$ cat src/rtl/div_defs.sv
// Shared definitions for the sequential divider:
// FSM state encodings and the default operand width.
package div_defs;

  localparam int N_DEF = 4;

  typedef enum logic [1:0] {
    IDLE = 2'd0,
    BUSY = 2'd1,
    DONE = 2'd2
  } state_e;

endpackage

$ cat src/rtl/seq_div4_rcs.sv
// Ripple-borrow subtractor built from full-adder cells
// as a + ~b + 1; borrow is the inverted carry out.
module fa (
  input  logic a,
  input  logic b,
  input  logic ci,
  output logic s,
  output logic co
);

  // single-bit full adder
  always_comb begin
    s  = a ^ b ^ ci;
    co = (a & b) | (ci & (a ^ b));
  end

endmodule

module rcs #(
  parameter int W = 5
) (
  input  logic [W-1:0] a,
  input  logic [W-1:0] b,
  output logic [W-1:0] diff,
  output logic         borrow
);

  logic [W:0] c;

  assign c[0] = 1'b1;

  for (genvar i = 0; i < W; i++) begin : g_bit
    fa u_fa (
      .a  (a[i]),
      .b  (~b[i]),
      .ci (c[i]),
      .s  (diff[i]),
      .co (c[i+1])
    );
  end

  assign borrow = ~c[W];

endmodule

$ cat src/rtl/seq_div4.sv
// Multi-cycle restoring divider, one quotient bit
// per clock, with start/busy/done handshake.
module seq_div4
  import div_defs::*;
#(
  parameter int N = N_DEF
) (
  input  logic         clk,
  input  logic         reset,
  input  logic         start,
  input  logic [N-1:0] a,
  input  logic [N-1:0] b,
  output logic         busy,
  output logic         done,
  output logic [N-1:0] q,
  output logic [N-1:0] r,
  output logic         dz
);

  localparam int CW = (N > 1) ? $clog2(N) : 1;

  state_e        state_q, state_d;
  logic [CW-1:0] cnt_q, cnt_d;
  logic [N-1:0]  rem_q, rem_d;
  logic [N-1:0]  dvd_q, dvd_d;
  logic [N-1:0]  dvs_q, dvs_d;
  logic [N-1:0]  q_q, q_d;
  logic [N-1:0]  r_q, r_d;
  logic          dz_q, dz_d;

  logic [N:0]    t;
  logic [N:0]    diff;
  logic          borrow;
  logic          keep;

  assign t = {rem_q, dvd_q[cnt_q]};

  rcs #(.W(N + 1)) u_rcs (
    .a      (t),
    .b      ({1'b0, dvs_q}),
    .diff   (diff),
    .borrow (borrow)
  );

  // diff[N] can only be set when the subtract borrowed
  assign keep = borrow | diff[N];

  // next-state, datapath and result update
  always_comb begin
    state_d = state_q;
    cnt_d   = cnt_q;
    rem_d   = rem_q;
    dvd_d   = dvd_q;
    dvs_d   = dvs_q;
    q_d     = q_q;
    r_d     = r_q;
    dz_d    = dz_q;
    unique case (state_q)
      IDLE, DONE: begin
        if (start) begin
          if (b == '0) begin
            state_d = DONE;
            q_d     = '1;
            r_d     = a;
            dz_d    = 1'b1;
          end else begin
            state_d = BUSY;
            dvd_d   = a;
            dvs_d   = b;
            rem_d   = '0;
            cnt_d   = CW'(N - 1);
            q_d     = '0;
            r_d     = '0;
            dz_d    = 1'b0;
          end
        end else if (state_q == DONE) begin
          state_d = IDLE;
        end
      end
      BUSY: begin
        rem_d       = keep ? t[N-1:0] : diff[N-1:0];
        q_d[cnt_q]  = ~keep;
        if (cnt_q == '0) begin
          state_d = DONE;
          r_d     = rem_d;
          dz_d    = 1'b0;
        end else begin
          cnt_d = cnt_q - CW'(1);
        end
      end
      default: state_d = IDLE;
    endcase
  end

  // state and datapath registers, synchronous reset
  always_ff @(posedge clk) begin
    if (reset) begin
      state_q <= IDLE;
      cnt_q   <= '0;
      rem_q   <= '0;
      dvd_q   <= '0;
      dvs_q   <= '0;
      q_q     <= '0;
      r_q     <= '0;
      dz_q    <= 1'b0;
    end else begin
      state_q <= state_d;
      cnt_q   <= cnt_d;
      rem_q   <= rem_d;
      dvd_q   <= dvd_d;
      dvs_q   <= dvs_d;
      q_q     <= q_d;
      r_q     <= r_d;
      dz_q    <= dz_d;
    end
  end

  assign busy = (state_q == BUSY);
  assign done = (state_q == DONE);
  assign q    = q_q;
  assign r    = r_q;
  assign dz   = dz_q;

endmodule

$ cat config.mk
export PLATFORM = sky130hd
export DESIGN_NAME = seq_div4
export DESIGN_NICKNAME = d
export VERILOG_FILES = /design/src/rtl/div_defs.sv /design/src/rtl/seq_div4_rcs.sv /design/src/rtl/seq_div4.sv
export SDC_FILE = /design/constraint.sdc
export NUM_CORES = 1
export LEC_CHECK = 0
export ABC_AREA = 1
export CAP_MARGIN = 0
export CORE_MARGIN = 2
export CORE_UTILIZATION = 30
export CTS_CLUSTER_SIZE = 14
export DETAILED_ROUTE_END_ITERATION = 16
export HOLD_SLACK_MARGIN = 0.15
export PLACE_DENSITY_LB_ADDON = 0.12
export SLEW_MARGIN = 0
export SYNTH_ARGS = -nofsm -noshare
export SYNTH_HDL_FRONTEND = slang
export SYNTH_SLANG_ARGS = --single-unit
$ cat constraint.sdc
create_clock -name clk -period 2.45 [get_ports clk]
set_clock_uncertainty 0.2 [all_clocks]
set_input_delay 0.3675 -clock clk [delete_from_list [all_inputs] [get_ports clk]]
set_output_delay 0.3675 -clock clk [all_outputs]
set_load 0.02 [all_outputs]
==> impl_metrics.json <==
{
  "area_growth_syn_to_layout_pct": 33.5,
  "fmax_ghz": 0.375,
  "dp_cells": 263,
  "antenna_found_initial": 0,
  "worst_pin_slew_ns": 0.502,
  "timing.max_cap.violations": 0,
  "grt_overflow": 0,
  "ys_seq_area_frac": 0.368,
  "cts_hold_buf": 0,
  "async_flop_share": 0,
  "wl_mm": 3.55,
  "grt_max_degree": 15,
  "arrival_ns": 2.67,
  "failed_checks": "setup timing",
  "dieArea_um2": 5090,
  "dieHeight_um": 71.3,
  "setup_ws_ns": -0.216,
  "ys.warnings.count": 0,
  "diodes": 0,
  "gp_congestion": 0.820,
  "path_cells": "inv_2 -> nand2_2 -> nand3_2 -> nand2_2 -> ha_4 -> inv_2 -> fa_2 -> inv_2 -> fa_2 -> inv_2 -> fa_2 -> inv_2 -> nand2_1 -> nand2_2 -> nand2_1 -> nand2_2 -> nand3_1 -> a21oi_1",
  "p_per_area_nw_per_um2": 588,
  "vias": 1279,
  "fin_total_pwr_mw": 1.07,
  "min_path_type": "reg2reg",
  "hold_ws_ns": 0.269,
  "detail_route.vias_per_cell": 4.74,
  "fp.dieW_um": 71.3,
  "drc_errors": 0,
  "initial_core_util": 0.312,
  "std_cell_rows": 24,
  "fp.coreArea_um2": 4350,
  "fin_crit_sh": 1.09,
  "relSlewSlack": 0.665,
  "multiInputGateArea_um2": 807,
  "nets": 238,
  "synth_ff_type": "dfxtp_1",
  "status": "finished with violations",
  "clkSinkCount": 25,
  "io_buffers": 21,
  "grt_usage": 0.148,
  "post-route-cell-area_um2": 1820,
  "crit_type": "reg2reg",
  "crit_fanout": 4,
  "synth_most_common_cell": "nand2_1",
  "crit_required_ns": 2.45,
  "rsz0062_at_grt": "true",
  "cts_buffer_depth": 2,
  "synth_area_leaders": "dfxtp_1 37%, nand2_1 14%, a21oi_1 7.0%, inv_1 6.3%, nand3_1 6.3%",
  "drive_gt1_frac": 0.261,
  "cts_max_level": 1,
  "final-hold-violation-count": 0,
  "insertion_delay_ns": 0.27,
  "setup_viol": 12,
  "nFillCells": 446,
  "critPathSlowestCell": "dfxtp_2",
  "postSynthAreaPerCell_um2": 7.20,
  "cts_buffers": 3,
  "ff_latch_area_um2": 502,
  "finalMaxSlewViolations": 0,
  "grt_pass1_wl_mm": 5.89,
  "dp_hpwl_mm": 2.68,
  "cp-start-kind": "flip-flop",
  "synth_nets": 208,
  "crit_top_cell": "inv_2",
  "ys_ff_latch": 25,
  "path_clk_slew_ns": 0.09,
  "leakagePower_nw": 0.751,
  "vdd_drop_max_mv": 0.277,
  "crit_family": "adder cells",
  "wire_per_inst_um": 13.2,
  "max_stage_delay_ns": 0.37,
  "syn_inst": 189,
  "syn_area_um2": 1360,
  "drt_iter0_markers": 52,
  "synth_area_leader_cell": "dfxtp_1",
  "ios": 22,
  "cts_tree": "done",
  "synth_top_cells_by_count": "51 x nand2_1, 25 x dfxtp_1, 23 x inv_1",
  "drt-pass1-iter-count": 4,
  "ctsRootBufferMaster": "clkbuf_8",
  "finalNonFillerCells": 270,
  "placedInstanceArea_um2": 1650,
  "ant_nets": 0,
  "worst-path-buf-inv": 5,
  "fin_crit_ns": 2.67,
  "synth.distinct_cells": 22,
  "endpoint_kind": "flip-flop",
  "synth-edff-count": 0,
  "synth_top_area_share": 0.368,
  "grt_pass1_vias": 1297
}
## per-layer routing
metal,wire length (um),part of all wire,track usage,vias up
li1,-,-,-,660
met1,1650,0.46,0.191,585
met2,1680,0.47,0.252,27
met3,162,0.046,0.0239,7
met4,63,0.018,0.0482,0
met5,0,0,0,-
## per-stage QoR
step	TNS, ns	utilization	setup WS (ns)
2_1_floorplan	-0.180	-	-0.0557
3_3_place_gp	-0.978	0.380	-0.137
3_5_place_dp	-2.27	0.380	-0.265
4_1_cts	-2.42	0.407	-0.256
5_1_grt	-3.77	0.417	-0.353
6_report	-1.96	0.417	-0.216
## layout by cell type (no fill, tap or decap), drive strengths merged
master and instances:
nand3 19, a21oi 23, inv 26, fa 3, nand2 53, and2 3, clkdlybuf4s50 21, clkbuf 3
ha 5, o21ai 11, nor2 12, nand4 1, clkinv 1, buf 10, dfxtp 25, nor3 2
## path summary, 6_finish.rpt
path,from,end,slack [ns],depth (start not counted)
worst min register to register,dvd_q[3],dvd_q[3],0.27,2
worst min-delay path,dvd_q[3],dvd_q[3],0.27,2
worst max-delay path,cnt_q[0],r[3],-0.22,18
worst max register to register,cnt_q[0],r[3],-0.22,18
## worst min-delay path, stage by stage, from the launching register on
cell,delay (ns)
dfxtp_1,0.32
nand2_1,0.06
a21oi_1,0.05
## power breakdown
group | switching, mW | leakage, nW | total, mW | internal (mW)
Combinational | 0.205 | 0.521 | 0.361 | 0.156
Sequential | 0.0216 | 0.205 | 0.456 | 0.435
Clock | 0.135 | 0.0255 | 0.249 | 0.114
Total | 0.362 | 0.751 | 1.07 | 0.705
## cell type report
class / count / area share
tap: 52 / 0.0358
sequential: 25 / 0.276
clock inverter: 1 / 0.00276
timing repair buffer: 31 / 0.164
multi-input combinational: 132 / 0.445
clock buffer: 3 / 0.0227
inverter: 26 / 0.0538
## sequential cells by signal, summed over array words and instances, names as in the netlist
name,count
dvd_q,4
dvs_q,4
q,4
r,4
rem_q,4
cnt_q,2
state_q,2
dz,1
## cell families after synthesis
logic type | synth area share
and+or+nand+nor | 0.297
AOI/OAI and AO/OA | 0.136
buffers and inverters | 0.109
DFF | 0.368
adders and majority gates | 0.0902
## repair_timing
action / in CTS / in global routing
pin swaps: 5 / 2
endpoints found under the setup margin: 12 / 12
resized for setup: 13 / 12
setup buffers: 3 / 0
gates cloned: 0 / 0
(Power assumes the default switching activity.)
